===== config.mk =====
export PLATFORM = sky130hd
export DESIGN_NAME = keypad_scanner
export DESIGN_NICKNAME = d
export VERILOG_FILES = /design/src/rtl/keypad_pkg.sv /design/src/rtl/sync_2ff.sv /design/src/rtl/keypad_scanner.sv
export SDC_FILE = /design/constraint.sdc
export NUM_CORES = 1
export LEC_CHECK = 0
export ABC_AREA = 1
export BUFFER_PORTS_ARGS = -buffer_cell sky130_fd_sc_hd__buf_4
export CORE_UTILIZATION = 54
export DETAILED_ROUTE_END_ITERATION = 6
export PLACE_DENSITY = 0.72
export SYNTH_ARGS = -nofsm -noshare
export SYNTH_HDL_FRONTEND = slang
export SYNTH_SLANG_ARGS = --single-unit

===== constraint.sdc =====
create_clock -name clk -period 1.4 [get_ports clk]
set_input_delay 0.14 -clock clk [delete_from_list [all_inputs] [get_ports clk]]
set_output_delay 0.14 -clock clk [all_outputs]
set_load 0.02 [all_outputs]

===== src/rtl/keypad_pkg.sv =====
// -----------------------------------------------------------------------------
// keypad_pkg
// Shared types, constants and small helpers for the 4x4 matrix keypad scanner.
//   state_t     : scanner FSM states (SCAN, DEBOUNCE, HELD)
//   NUM_ROWS    : number of keypad rows (4)
//   NUM_COLS    : number of keypad columns (4)
//   key_code_t  : 4-bit key code, row*4 + col
//   idx_t       : 2-bit row/column index
//   lowest_low  : index of the lowest-numbered low bit of an active-low column word
//   row_drive   : active-low one-cold row drive pattern for a row index
// -----------------------------------------------------------------------------
package keypad_pkg;

    localparam int NUM_ROWS = 4;
    localparam int NUM_COLS = 4;

    typedef enum logic [1:0] {
        SCAN     = 2'd0,
        DEBOUNCE = 2'd1,
        HELD     = 2'd2
    } state_t;

    typedef logic [3:0] key_code_t;
    typedef logic [1:0] idx_t;

    // Lowest-index low column wins, giving fixed priority when several keys
    // in the same row are down. Returns 0 when no bit is low; callers gate
    // the result with their own hit detection.
    function automatic idx_t lowest_low(input logic [NUM_COLS-1:0] c);
        idx_t r;
        r = '0;
        for (int i = NUM_COLS - 1; i >= 0; i--) begin
            if (!c[i]) begin
                r = idx_t'(i);
            end
        end
        return r;
    endfunction

    function automatic logic [NUM_ROWS-1:0] row_drive(input idx_t idx);
        logic [NUM_ROWS-1:0] r;
        for (int i = 0; i < NUM_ROWS; i++) begin
            r[i] = (idx != idx_t'(i));
        end
        return r;
    endfunction

endpackage


===== src/rtl/sync_2ff.sv =====
// -----------------------------------------------------------------------------
// sync_2ff
// Two-flop synchronizer for asynchronous level inputs.
//   clk         : destination clock
//   rst_n       : asynchronous active-low reset
//   d [WIDTH]   : asynchronous input
//   q [WIDTH]   : synchronized output, two cycles behind d
// RESET_VALUE lets the caller park the chain at the input's idle level so no
// false event appears while the flops fill after reset.
// -----------------------------------------------------------------------------
module sync_2ff #(
    parameter int               WIDTH       = 1,
    parameter logic [WIDTH-1:0] RESET_VALUE = '0
) (
    input  logic             clk,
    input  logic             rst_n,
    input  logic [WIDTH-1:0] d,
    output logic [WIDTH-1:0] q
);

    logic [WIDTH-1:0] meta;

    always_ff @(posedge clk or negedge rst_n) begin
        if (!rst_n) begin
            meta <= RESET_VALUE;
            q    <= RESET_VALUE;
        end else begin
            meta <= d;
            q    <= meta;
        end
    end

endmodule


===== src/rtl/keypad_scanner.sv =====
// -----------------------------------------------------------------------------
// keypad_scanner
// Scans a 4x4 matrix keypad one row at a time, debounces a detected key and
// emits one key code per press with a single-cycle strobe.
//   clk         : clock, rising edge
//   rst_n       : asynchronous active-low reset
//   rows [4]    : row drive, active-low, exactly one bit low
//   cols [4]    : column sense, asynchronous, active-low (board pull-ups)
//   key_code[4] : last accepted key, row*4 + col; held until the next press
//   key_valid   : one-cycle strobe, key_code valid in the same cycle
//   key_pressed : high while an accepted key is held
// Optional feature: define KEYPAD_AUTOREPEAT_EN to re-strobe key_valid every
// REPEAT_TICKS scan ticks while the key stays down.
// -----------------------------------------------------------------------------
module keypad_scanner
    import keypad_pkg::*;
#(
    parameter int SCAN_DIV       = 50000,
    parameter int DEBOUNCE_TICKS = 4,
    parameter int REPEAT_TICKS   = 32
) (
    input  logic                clk,
    input  logic                rst_n,
    output logic [NUM_ROWS-1:0] rows,
    input  logic [NUM_COLS-1:0] cols,
    output logic [3:0]          key_code,
    output logic                key_valid,
    output logic                key_pressed
);

    localparam int CNT_W = $clog2(SCAN_DIV);
    // One extra value of headroom so the counter can represent DEBOUNCE_TICKS.
    localparam int DEB_W = $clog2(DEBOUNCE_TICKS + 1);

    if (SCAN_DIV < 4) begin : g_bad_scan_div
        $error("keypad_scanner: SCAN_DIV must be at least 4");
    end
    if (DEBOUNCE_TICKS < 1) begin : g_bad_debounce
        $error("keypad_scanner: DEBOUNCE_TICKS must be at least 1");
    end
    if (REPEAT_TICKS < 1) begin : g_bad_repeat
        $error("keypad_scanner: REPEAT_TICKS must be at least 1");
    end

    logic [NUM_COLS-1:0] cols_s;
    logic [CNT_W-1:0]    div_cnt;
    logic                tick;
    logic                hit;
    idx_t                cand;

    state_t              state;
    idx_t                row_idx;
    idx_t                col_lat;
    logic [DEB_W-1:0]    stable;
    logic [DEB_W-1:0]    rel;
`ifdef KEYPAD_AUTOREPEAT_EN
    localparam int REP_W = $clog2(REPEAT_TICKS + 1);
    logic [REP_W-1:0]    rep;
`endif

    // Columns idle high through the pull-ups, so the chain resets to all ones.
    sync_2ff #(
        .WIDTH       (NUM_COLS),
        .RESET_VALUE ({NUM_COLS{1'b1}})
    ) u_cols_sync (
        .clk   (clk),
        .rst_n (rst_n),
        .d     (cols),
        .q     (cols_s)
    );

    assign tick = (div_cnt == CNT_W'(SCAN_DIV - 1));
    assign hit  = ~&cols_s;
    assign cand = lowest_low(cols_s);

    // Free-running row dwell divider, independent of the FSM state.
    always_ff @(posedge clk or negedge rst_n) begin
        if (!rst_n) begin
            div_cnt <= '0;
        end else if (tick) begin
            div_cnt <= '0;
        end else begin
            div_cnt <= div_cnt + CNT_W'(1);
        end
    end

    // Scanner FSM. All decisions are taken on scan ticks only. The row drive
    // is registered from the next row index so rows moves the cycle right
    // after the advancing tick.
    always_ff @(posedge clk or negedge rst_n) begin
        if (!rst_n) begin
            state       <= SCAN;
            row_idx     <= '0;
            col_lat     <= '0;
            stable      <= '0;
            rel         <= '0;
            rows        <= row_drive(idx_t'(0));
            key_code    <= '0;
            key_valid   <= 1'b0;
            key_pressed <= 1'b0;
`ifdef KEYPAD_AUTOREPEAT_EN
            rep         <= '0;
`endif
        end else begin
            key_valid <= 1'b0;
            if (tick) begin
                case (state)
                    SCAN: begin
                        if (!hit) begin
                            row_idx <= row_idx + 2'd1;
                            rows    <= row_drive(row_idx + 2'd1);
                        end else begin
                            col_lat <= cand;
                            stable  <= DEB_W'(1);
                            if (DEBOUNCE_TICKS == 1) begin
                                // The entry tick already satisfies the count.
                                key_code    <= {row_idx, cand};
                                key_valid   <= 1'b1;
                                key_pressed <= 1'b1;
                                rel         <= '0;
`ifdef KEYPAD_AUTOREPEAT_EN
                                rep         <= '0;
`endif
                                state       <= HELD;
                            end else begin
                                state <= DEBOUNCE;
                            end
                        end
                    end

                    DEBOUNCE: begin
                        if (hit && (cand == col_lat)) begin
                            if (stable == DEB_W'(DEBOUNCE_TICKS - 1)) begin
                                key_code    <= {row_idx, cand};
                                key_valid   <= 1'b1;
                                key_pressed <= 1'b1;
                                rel         <= '0;
`ifdef KEYPAD_AUTOREPEAT_EN
                                rep         <= '0;
`endif
                                state       <= HELD;
                            end else begin
                                stable <= stable + DEB_W'(1);
                            end
                        end else begin
                            // Bounce or a different column took priority:
                            // abandon this row and keep scanning.
                            stable  <= '0;
                            row_idx <= row_idx + 2'd1;
                            rows    <= row_drive(row_idx + 2'd1);
                            state   <= SCAN;
                        end
                    end

                    HELD: begin
                        if (cols_s[col_lat]) begin
                            if (rel == DEB_W'(DEBOUNCE_TICKS - 1)) begin
                                key_pressed <= 1'b0;
                                rel         <= '0;
                                stable      <= '0;
`ifdef KEYPAD_AUTOREPEAT_EN
                                rep         <= '0;
`endif
                                row_idx     <= row_idx + 2'd1;
                                rows        <= row_drive(row_idx + 2'd1);
                                state       <= SCAN;
                            end else begin
                                rel <= rel + DEB_W'(1);
                            end
                        end else begin
                            // Any low tick restarts the release count.
                            rel <= '0;
`ifdef KEYPAD_AUTOREPEAT_EN
                            if (rep == REP_W'(REPEAT_TICKS - 1)) begin
                                rep       <= '0;
                                key_valid <= 1'b1;
                            end else begin
                                rep <= rep + REP_W'(1);
                            end
`endif
                        end
                    end

                    default: begin
                        state <= SCAN;
                    end
                endcase
            end
        end
    end

endmodule


Yosys cells after proc, flatten, opt, wreduce, memory -nomap -nowiden. Index checks and enable logic that the tools add are counted.

Output and inout bits: 10. Register bits after elaboration: 46. Input port bits: 6.

$add $sub $neg: 4. Bitwise gates (word level): 1. Equality and inequality tests: 18. Muxes and demuxes: 43. Reduce and logical (&&, ||, !) cells: 14. Magnitude comparators: 1.

Operators by type and width (number): 3-bit two-way mux (9); 2-bit two-way mux (13); 2-bit != test, second input constant (9); 6-bit AND reduction (3); 16-bit by 1-bit adder with 16-bit output, second input constant (1); 16-bit == test, second input constant (1); 16-bit two-way mux (1); 4-bit two-way mux (4); 2-bit one-hot mux with 3 select lines (2); 4-bit one-hot mux with 3 select lines (1); 4-bit AND reduction (3); 1-bit two-way mux (9); 3-bit one-hot mux with 3 select lines (1); 3-bit by 1-bit adder with 3-bit output, second input constant (2); 3-bit by 2-bit == test with 1-bit output, second input constant (2); 3-bit != test, second input constant (2); 3-bit one-hot mux with 2 select lines (1); 5-bit AND reduction (1); 2-bit nonzero test (2); 2-bit by 3-bit < comparator with 1-bit output, second input constant (1); 3-bit AND reduction (1); 3-bit nonzero test (1); 2-bit by 1-bit adder with 2-bit output, second input constant (1); 1-bit binary-select mux with 2-bit select (1); 9 further kinds (9).

Logic depth before layout (Yosys ltp). Gate-level depths: netlist (run 1).

Word-level depth: 9. Mapped depth: 11. Mapped depth without buffers: 11.

Hierarchy. A second synthesis (run 1) with hierarchy kept.

Cell total of the unflattened synthesis: 290. Area, all modules: 2397.3 um2.

Modules (own cells, without submodules): keypad_scanner (cells an instance 282, area each 2187.1 um2, times used 1, sequential area each 954.7 um2); sync_2ff (cells an instance 8, area each 210.2 um2, times used 1, sequential area each 210.2 um2).

Worst setup path before layout (run 1). OpenSTA, ideal clock, no wires.

Path kind: register to register. From: register state[0]. To: register key_pressed. Stages on the path, launching flop included: 11. Setup slack: -0.092 ns. Arrival time: 1.379 ns. Setup time: 0.113 ns. Clock period less this slack: 1.492 ns. Path buffers: 0. Cells stage by stage: dfrtp_1 inv_1 ha_1 inv_1 or2_1 nand2_1 nand2_1 nor2_1 nand3_1 nand2_1 inv_1.

Longest elaborated chain between the ends: 3.

RTL lines: from (decl) (RTL line keypad_scanner.sv:51) `state_t state;`; from (signal assigned) (RTL line keypad_scanner.sv:92) `state <= SCAN;`; from (signal assigned) (RTL line keypad_scanner.sv:124) `state <= HELD;`; from (signal assigned) (RTL line keypad_scanner.sv:126) `state <= DEBOUNCE;`; 2-bit by 1-bit == test with 1-bit output or 2-bit == test (tied branches) (RTL line keypad_scanner.sv:107) `case (state)`; 2-bit != test (no source line) or 2-bit nonzero test (tied branches); 6-bit AND reduction (no source line); to (signal assigned) (RTL line keypad_scanner.sv:100) `key_pressed <= 1'b0;`; to (signal assigned) (RTL line keypad_scanner.sv:119) `key_pressed <= 1'b1;`; to (signal assigned) (RTL line keypad_scanner.sv:136) `key_pressed <= 1'b1;`; to (decl) (RTL line keypad_scanner.sv:28) `output logic key_pressed`.

Several ways; a longest one is shown, not always the timed one. A chain may end at the register's enable or synchronous reset.

Final worst setup path (run 1).
From: register u_cols_sync.q[2]. To: register key_code[2].

Longest elaborated chain between the ends: 6.

RTL lines: from (decl) (RTL line sync_2ff.sv:18) `output logic [WIDTH-1:0] q`; from (signal assigned) (RTL line sync_2ff.sv:29) `q <= meta;`; 2-bit two-way mux (3 in series) (RTL line keypad_pkg.sv:33) `if (!c[i]) begin`; 2-bit == test (RTL line keypad_scanner.sv:132) `if (hit && (cand == col_lat)) begin`; 1-bit logical AND (*) (RTL line keypad_scanner.sv:132); 4-bit AND reduction (no source line) (*); to (signal assigned) (RTL line keypad_scanner.sv:117) `key_code <= {row_idx, cand};`; to (signal assigned) (RTL line keypad_scanner.sv:134) `key_code <= {row_idx, cand};`; to (decl) (RTL line keypad_scanner.sv:26) `output logic [3:0] key_code,`.

Mark *: on every way between the ends. The rest lies on a longest branch, timed or not.

==> run metrics, run 1 <==
status=finished with violations; failing checks=setup timing; ys async rst share=100%; WS Path Type=register to register; DIE AREA=around 0.005 mm2; achievable frequency=between 600 and 700 MHz; main combinational cell family by area after synthesis=simple AND/OR/NAND/NOR gates; Port Buffers=15; First-pass DRT Iterations=4; final antenna-violating net count=0; Seq/Total Area, Yosys=between 40% and 50%; GRT overflow=0; H-tree lvl count=2; Bufs and invs on worst path=0; worst skew pair latency=310 ps; chip width=70.4 um; simple logic cell fraction of the synthesized area=around 36%; I/O pin cnt=16; fin crit share=113%; via/cell ratio=5.14; post-synthesis cell count=310; synth top area cells=dfrtp_1, nand2_1, dfstp_2, ha_1, inv_1; CTS root buffer=clkbuf_8; fin cells=between 400 and 500; fill cell count=about 280; Worst Setup Start Kind=register; fin crit period=about 1600 ps; Worst Tran Pin Value=570 ps; core area=0.00441 mm2; Sink Count=46; setup TNS=-3240 ps; die height=about 70 um; DPL Wire Length=approximately 3.9 mm; Starting Density=a little under three fifths; total track usage=24.9%; clock-pin slew on the worst setup and hold paths=about 100 ps; CP Capture Type=register; pwr dens=about 650 mW/mm2; Post-Synth Adder-Cell Area=5.94%; Initial DRC Count=69; Syn Std Cell Area=~0.0025 mm2; most used flip-flop cell after synthesis=dfrtp_1; Final nets=around 410; Synth top cells by count=nand2_1, inv_1, dfrtp_1; P&R area growth vs syn=41.0%; share of the synthesized area in the top cell type=about a third; P_leak=around 1.9 nW; vias in the first global route=2,172; FF+latch area=0.00117 mm2; Tot Pwr=between 2 and 2.5 mW; WP data required=roughly 1600 ps; initial antenna violation count=0; mux cell area share after synthesis=0%; Reg power frac=58.2%; most common cell in the netlist=nand2_1; CP max FO=5; Peak VDD IR=between 600 and 700 uV; P_int=roughly 1.8 mW; multi-input logic area=between 0.001 and 0.0015 mm2; clock buffer depth=2; Net Count, Synth=roughly 330; compound-cell area share of the yosys netlist=4.16%; wirelength, routed=around 6 mm; RePlAce Congestion=about 0.86; worst hold path type=input port to async pin; diode count=0; Synth Area in XOR/XNOR=under 10%; Inserted Clock Buffers=5; Slew headroom=between 60% and 70%; EDFF count, synth=0; Worst path most repeated cell=nand2_2; Inst Count DP=between 400 and 500; final setup fails=25; max-cap viol count=0; Residual DRC=0; Setup Skew=between 10 and 15 ps; syn_area_per_cell=between 8 and 9 um2; CP max stage delay=between 500 and 600 ps; Pins Over Slew Limit=0; critical path data arrival time=roughly 1800 ps; Final Hold Fails=0; Synth area leader=dfrtp_1; largest net degree at the start of global routing=47; NetSw=565 uW; Cell Chain, Critical Path=nand2_1 -> nand2_2 -> nand2_2 -> nand2_2 -> nand3_4 -> nor2_4 -> nand2_4 -> nand2_1 -> o21ai_1; Switching Share=about a quarter; CTS tree=built; Final WS setup=-187 ps; CP max stage cell=dfstp_2; DR WL/cell=13.3 um; RSZ-0062 raised after global routing=yes; Worst path top cell family by delay=simple AND/OR/NAND/NOR gates; Synth Warn #=0; Yosys cell types=29; Seq cells post-synth=46; clock power share=between 30 and 40%; Logic pwr share=between 5 and 6%; via count=2,309; # rows=24; layout cells sized above 1=45.3%; global-route wire length before repair=9.58 mm
## metal layers
metal / GRT usage (%) / vias to the layer above / wire (um)
met5: 0 / - / 0
met4: 8.67 / 0 / 125
met3: 4.76 / 13 / 223
met2: 41.2 / 51 / 2970
met1: 32.5 / 1098 / 2650
li1: - / 1147 / -
## stage by stage
step                hold slack (ps)  setup slack [ps]  util [%]  area, um2
floorplan                      -156             -74.6         -       2550
global placement                176              -107      68.9       3040
detailed placement              179              -172      68.9       3040
CTS                             361              -158      74.8       3300
global route                    369              -290      80.7       3560
finish                          356              -187      80.7       3560
## repair_timing
item                       CTS  global route
hold buffers                 5             0
pin swaps                    6            27
hold endpoints to repair    39             0
gates resized for setup     19            57
buffers inserted             7            11
gates cloned                 1             0
setup endpoints to repair   29            30
## kinds of logic (layout without fill, tap and decap cells)
kind of cell             count (synthesis)  after routing
AND/OR/NAND/NOR                        185            186
flip-flops                              46             46
buffers and inverters                   46            132
AO/OA/AOI/OAI                           18             18
adder cells (fa/ha/maj)                 12             12
XOR/XNOR                                 3              3
## worst paths after layout
path	start	endpoint	slack, ps	cells after the start
setup / recovery	u_cols_sync.q[2]$_DFF_PN1_	key_code[2]$_DFFE_PN0P_	-190	9
hold / removal	rst_n	div_cnt[6]$_DFF_PN0_	360	2
setup reg to reg	u_cols_sync.q[2]$_DFF_PN1_	key_code[2]$_DFFE_PN0P_	-190	9
hold reg to reg	u_cols_sync.meta[3]$_DFF_PN1_	u_cols_sync.q[3]$_DFF_PN1_	360	0
max in group asynchronous	rst_n	state[1]$_DFFE_PN0P_	610	2
min in group clk	u_cols_sync.meta[3]$_DFF_PN1_	u_cols_sync.q[3]$_DFF_PN1_	360	0
## cell type report
cell class                 count  share of cell area, %
tap                           52                   1.83
clock buffer                   5                   1.93
timing repair buffer          78                   17.2
clock inverter                 3                  0.703
multi-input combinational    219                   40.5
inverter                      46                   4.99
sequential                    46                   32.9
## sequential cells by signal, summed over array words and instances, names as in the netlist
signal	count
col_lat	2
div_cnt	16
key_code	4
key_pressed	1
key_valid	1
rel	3
row_idx	2
rows	4
stable	3
state	2
u_cols_sync.meta	4
u_cols_sync.q	4
## power by group through the flow
stage	clock, mW	sequential (mW)	combinational [mW]
final	0.848	1.36	0.127
after global routing	0.918	1.36	0.141
after CTS	0.874	1.36	0.119
after detailed placement	0	1.38	0.0905
after global placement	0	1.38	0.0882
after floorplan	0	1.38	0.0303
## cells in the final DEF (no fill, tap or decap), types with 3 or more instances in the layout
master          n
inv_2          10
nand2_4         6
nand3_4         5
nor2_2          9
inv_1          35
nor3_1          3
dlygate4sd3_1   5
nand2_1        68
nor2_1         24
a21oi_1         3
nor2_4         11
ha_1            9
nand3_1        13
dfrtp_1        31
dfrtp_2         4
buf_6           4
nand3_2         7
dfstp_2        11
clkbuf_8        5
xor2_1          3
nand4_1         8
o21ai_1         7
nand2_2        26
buf_4          69
Power figures use the tool's default switching activity.
==> run 2, diff against run 1 <==
--- a/config.mk
+++ b/config.mk
@@ -13,3 +13,4 @@
 export SYNTH_ARGS = -nofsm -noshare
 export SYNTH_HDL_FRONTEND = slang
 export SYNTH_SLANG_ARGS = --single-unit
+export TNS_END_PERCENT = 1
==> run metrics, run 2 (synthesized netlist as in run 1, its figures left out) <==
Reg power frac=between 50% and 60%; vias in the first global route=between 2,000 and 2,500; multi-input logic area=0.00136 mm2; Residual DRC=0; CP max stage cell=dfstp_2; Final nets=between 400 and 500; clock-pin slew on the worst setup and hold paths=around 80 ps; fin cells=around 440; global-route wire length before repair=between 9 and 10 mm; layout cells sized above 1=between 30 and 40%; total track usage=between 20% and 30%; reg2reg path depth=7; Worst Tran Pin Value=between 500 and 600 ps; Pins Over Slew Limit=0; Final Hold Fails=0; hold path endpoint=u_cols_sync.q[0]$_DFF_PN1_; Bufs and invs on worst path=0; CTS root buffer=clkbuf_8; P_leak=between 1.5 and 2 nW; WS Path Type=register to register; H-tree lvl count=2; Reg2Reg Setup Slack=-160 ps; Port Buffers=15; fin util=77.4%; Slew headroom=around three fifths; largest net degree at the start of global routing=47; fin crit share=111%; WP data required=between 1500 and 2000 ps; Top reg by flops=div_cnt; chip width=70.4 um; fill cell count=slightly below 300; Worst path most repeated cell=nand2_1; worst hold path type=register to register; RePlAce Congestion=roughly 0.84; placed standard-cell area=roughly 0.003 mm2; via/cell ratio=5.03; clock power share=between 30% and 40%; DR WL/cell=12.5 um; max-cap viol count=0; Inst Count DP=~420; Setup Skew=between 6 and 7 ps; RSZ-0062 raised after global routing=yes; Hold Path Origin=u_cols_sync.meta[0]$_DFF_PN1_; Cell Chain, Critical Path=nand2_1 -> nor2_2 -> nor2_1 -> nor2_4 -> nand3_4 -> nand2_1 -> nand2_1; die height=slightly above 70 um; I/O pin cnt=16; Final WS setup=-156 ps; NetSw=roughly 530 uW; P_int=roughly 1.8 mW; CP max stage delay=560 ps; final setup fails=27; Sink Count=46; Largest register FFs=16; diode count=0; worst setup path start=u_cols_sync.q[2]$_DFF_PN1_; Critical R2R Launch=u_cols_sync.q[2]$_DFF_PN1_; initial antenna violation count=0; final antenna-violating net count=0; worst skew pair latency=about 300 ps; GRT overflow=0; Hold WS=approximately 360 ps; Switching Share=approximately a quarter; Worst path top cell family by delay=simple AND/OR/NAND/NOR gates; Logic pwr share=between 5 and 6%; clock buffer depth=2; via count=roughly 2,200; P&R area growth vs syn=35.3%; Hold Path Depth=0; most frequent cells in the layout=nand2_1, buf_4, inv_1; DPL Wire Length=~3.7 mm; wirelength, routed=5.55 mm; status=finished with violations; DIE AREA=just under 0.005 mm2; Tot Pwr=between 2 and 2.5 mW; core area=0.00441 mm2; worst r2r dst=row_idx[1]$_DFFE_PN0P_; pre-CTS setup slack=-184 ps; Starting Density=between 50% and 60%; CP Depth=7; FF+latch area=around 0.0012 mm2; Worst Setup Start Kind=register; achievable frequency=around 640 MHz; pwr dens=roughly 670 mW/mm2; Initial DRC Count=80; # rows=24; commonest non-fill, non-tap cell in the layout=nand2_1; setup TNS=-2790 ps; critical path data arrival time=1750 ps; Peak VDD IR=between 600 and 700 uV; First-pass DRT Iterations=4; fin area=approximately 0.0034 mm2; CTS tree=built; fin crit period=approximately 1600 ps; failing checks=setup timing; CP max FO=7; Inserted Clock Buffers=5; CP Capture Type=register
[run 2: cell types whose count changed in the layout (fill, tap and decap cells not counted), sizes merged]
cell	delta
clkinv	+1
buf	-6
inv	-1
[run 2: how the worst max path moves through the flow]
| stage | endpoint | slack, ps |
|---|---|---|
| finish | row_idx[1]$_DFFE_PN0P_ | -160 |
| global route | row_idx[0]$_DFFE_PN0P_ | -270 |
| CTS | key_code[3]$_DFFE_PN0P_ | -140 |
| detailed placement | key_code[3]$_DFFE_PN0P_ | -180 |
| global placement | key_pressed$_DFFE_PN0P_ | -130 |
| floorplan | rows[0]$_DFFE_PN0P_ | -80 |
[run 2: timing repair]
item,CTS,global route
setup endpoints to repair,27,34
hold endpoints to repair,39,0
hold buffers,5,0
setup buffers,9,4
gates cloned,1,0
pin swaps,11,16
resized for setup,19,28
[run 2: per-layer routing]
layer  track usage [%]  up-vias  routed length [um]  part of all wire (%)
met5                 0        -                   0                     0
met4              5.33        0                  60                   1.1
met3              4.33        8                 156                   2.8
met2              42.4       34                2790                    50
met1              33.3     1058                2540                    46
li1                  -     1130                   -                     -
[run 2: power groups by stage]
stage / sequential [mW] / combinational, mW / clock, mW
2_1_floorplan: 1.38 / 0.0303 / 0
3_3_place_gp: 1.38 / 0.0842 / 0
3_5_place_dp: 1.38 / 0.0870 / 0
4_1_cts: 1.36 / 0.119 / 0.842
5_1_grt: 1.36 / 0.141 / 0.888
6_report: 1.36 / 0.127 / 0.807
[run 2: area by class of cell]
type                       count  area share (%)
timing repair buffer          72            16.4
inverter                      46            5.20
multi-input combinational    219            39.8
clock inverter                 3           0.622
sequential                    46            34.1
clock buffer                   5            2.01
tap                           52            1.90
==> run 3, diff against run 2 <==
--- a/config.mk
+++ b/config.mk
@@ -9,7 +9,7 @@
 export BUFFER_PORTS_ARGS = -buffer_cell sky130_fd_sc_hd__buf_4
 export CORE_UTILIZATION = 54
 export DETAILED_ROUTE_END_ITERATION = 6
-export PLACE_DENSITY = 0.72
+export PLACE_DENSITY = 0.75
 export SYNTH_ARGS = -nofsm -noshare
 export SYNTH_HDL_FRONTEND = slang
 export SYNTH_SLANG_ARGS = --single-unit
==> run metrics, run 3 (synthesized netlist as in run 1, its figures left out) <==
status=finished with violations; failing checks=setup timing; Top reg by flops=div_cnt; Worst Tran Pin Value=567 ps; Bufs and invs on worst path=0; Sink Count=between 40 and 50; Residual DRC=0; DPL Wire Length=between 3 and 4 mm; core area=between 0.004 and 0.005 mm2; hold path endpoint=u_cols_sync.q[3]$_DFF_PN1_; Inserted Clock Buffers=5; # rows=24; pwr dens=approximately 760 mW/mm2; CP max stage delay=roughly 360 ps; chip width=70.4 um; worst r2r dst=stable[1]$_DFFE_PN0P_; most frequent cells in the layout=nand2_1, buf_4, inv_1; global-route wire length before repair=just over 9 mm; Largest register FFs=16; I/O pin cnt=16; via count=2,171; final antenna-violating net count=0; Tot Pwr=approximately 2.5 mW; Starting Density=57.2%; Final nets=392; CTS root buffer=clkbuf_8; Setup Skew=6.52 ps; fin crit period=1550 ps; RSZ-0062 raised after global routing=yes; Slew headroom=62.2%; critical path data arrival time=between 1500 and 2000 ps; achievable frequency=around 650 MHz; WP data required=1590 ps; initial antenna violation count=0; Final Hold Fails=0; CP max stage cell=dfrtp_1; DR WL/cell=between 10 and 15 um; clock buffer depth=2; Critical R2R Launch=div_cnt[1]$_DFF_PN0_; P&R area growth vs syn=28.0%; Initial DRC Count=66; H-tree lvl count=2; WS Path Type=register to register; Worst path top cell family by delay=simple AND/OR/NAND/NOR gates; reg2reg path depth=10; wirelength, routed=approximately 5.2 mm; CTS tree=built; Pins Over Slew Limit=0; fin crit share=111%; Reg2Reg Setup Slack=-150 ps; final setup fails=26; diode count=0; via/cell ratio=5.08; Hold Path Origin=u_cols_sync.meta[3]$_DFF_PN1_; Port Buffers=15; Peak VDD IR=roughly 630 uV; GRT overflow=0; CP Capture Type=register; Worst Setup Start Kind=register; CP max FO=4; worst skew pair latency=around 300 ps; die height=between 70 and 80 um; vias in the first global route=2,157; Hold Path Depth=0; commonest non-fill, non-tap cell in the layout=nand2_1; pre-CTS setup slack=-171 ps; P_leak=between 1.5 and 2 nW; RePlAce Congestion=~0.87; First-pass DRT Iterations=4; max-cap viol count=0; clock-pin slew on the worst setup and hold paths=approximately 90 ps; layout cells sized above 1=33.1%; Cell Chain, Critical Path=ha_2 -> nand2_2 -> nor2_4 -> nand3_4 -> nor2_8 -> nand3_4 -> nor2_4 -> nand2_2 -> nand2_1 -> nand2_1; Final WS setup=-147 ps; total track usage=about 23%; largest net degree at the start of global routing=between 40 and 50; worst hold path type=register to register; fin util=73.3%; DIE AREA=between 0.004 and 0.005 mm2
-- run 3: final cells by class --
type                            count  area (um2)
Multi-Input combinational cell    218        1270
Sequential cell                    46        1170
Clock inverter                      3        47.5
Tap cell                           52        65.1
Fill cell                         334        1180
Clock buffer                        5        68.8
Timing Repair Buffer               57         440
Inverter                           46         178
-- run 3: power breakdown --
| group | total (mW) | switching, mW | leakage [nW] | internal [mW] |
|---|---|---|---|---|
| Combinational | 0.101 | 0.0605 | 1.07 | 0.0406 |
| Clock | 1.01 | 0.468 | 0.0591 | 0.545 |
| Sequential | 1.36 | 0.00731 | 0.589 | 1.35 |
-- run 3: how the worst max path moves through the flow --
stage | from | to | slack, ps | cells after the start
after floorplan | div_cnt[0]$_DFF_PN0_ | rows[0]$_DFFE_PN0P_ | -80 | 10
after global placement | div_cnt[0]$_DFF_PN0_ | key_pressed$_DFFE_PN0P_ | -140 | 10
after detailed placement | div_cnt[1]$_DFF_PN0_ | key_pressed$_DFFE_PN0P_ | -170 | 10
after CTS | div_cnt[1]$_DFF_PN0_ | rows[0]$_DFFE_PN0P_ | -150 | 10
after global routing | div_cnt[0]$_DFF_PN0_ | stable[1]$_DFFE_PN0P_ | -270 | 11
final | div_cnt[1]$_DFF_PN0_ | stable[1]$_DFFE_PN0P_ | -150 | 10
-- run 3: worst register-to-register path: cells and delay by family, from the launching register on --
kind / cells / cell delay (ps)
DFF: 1 / 360
adders and majority gates: 1 / 190
and+or+nand+nor: 9 / 890
-- run 3: per-stage QoR --
step | hold WS [ps] | TNS, ps | instances | instance area, um2
after global placement | 173 | -1980 | 413 | 2980
after detailed placement | 178 | -3050 | 413 | 2980
final | 359 | -2580 | 427 | 3230
after CTS | 361 | -2730 | 426 | 3180
after floorplan | -156 | -845 | 310 | 2540
after global routing | 363 | -5740 | 427 | 3230
-- run 3: routing by layer --
layer | up-vias | global-route usage (%) | wire [um]
li1 | 1103 | - | -
met1 | 1033 | 28.4 | 2320
met2 | 30 | 41.5 | 2660
met3 | 5 | 3.17 | 133
met4 | 0 | 7.78 | 51
met5 | - | 0 | 0
-- run 3: repair_timing --
item,CTS,global route
setup endpoints to repair,28,31
gates resized for setup,9,17
setup buffers,0,1
pin swaps,4,4
hold endpoints to repair,39,0
hold buffers,5,0
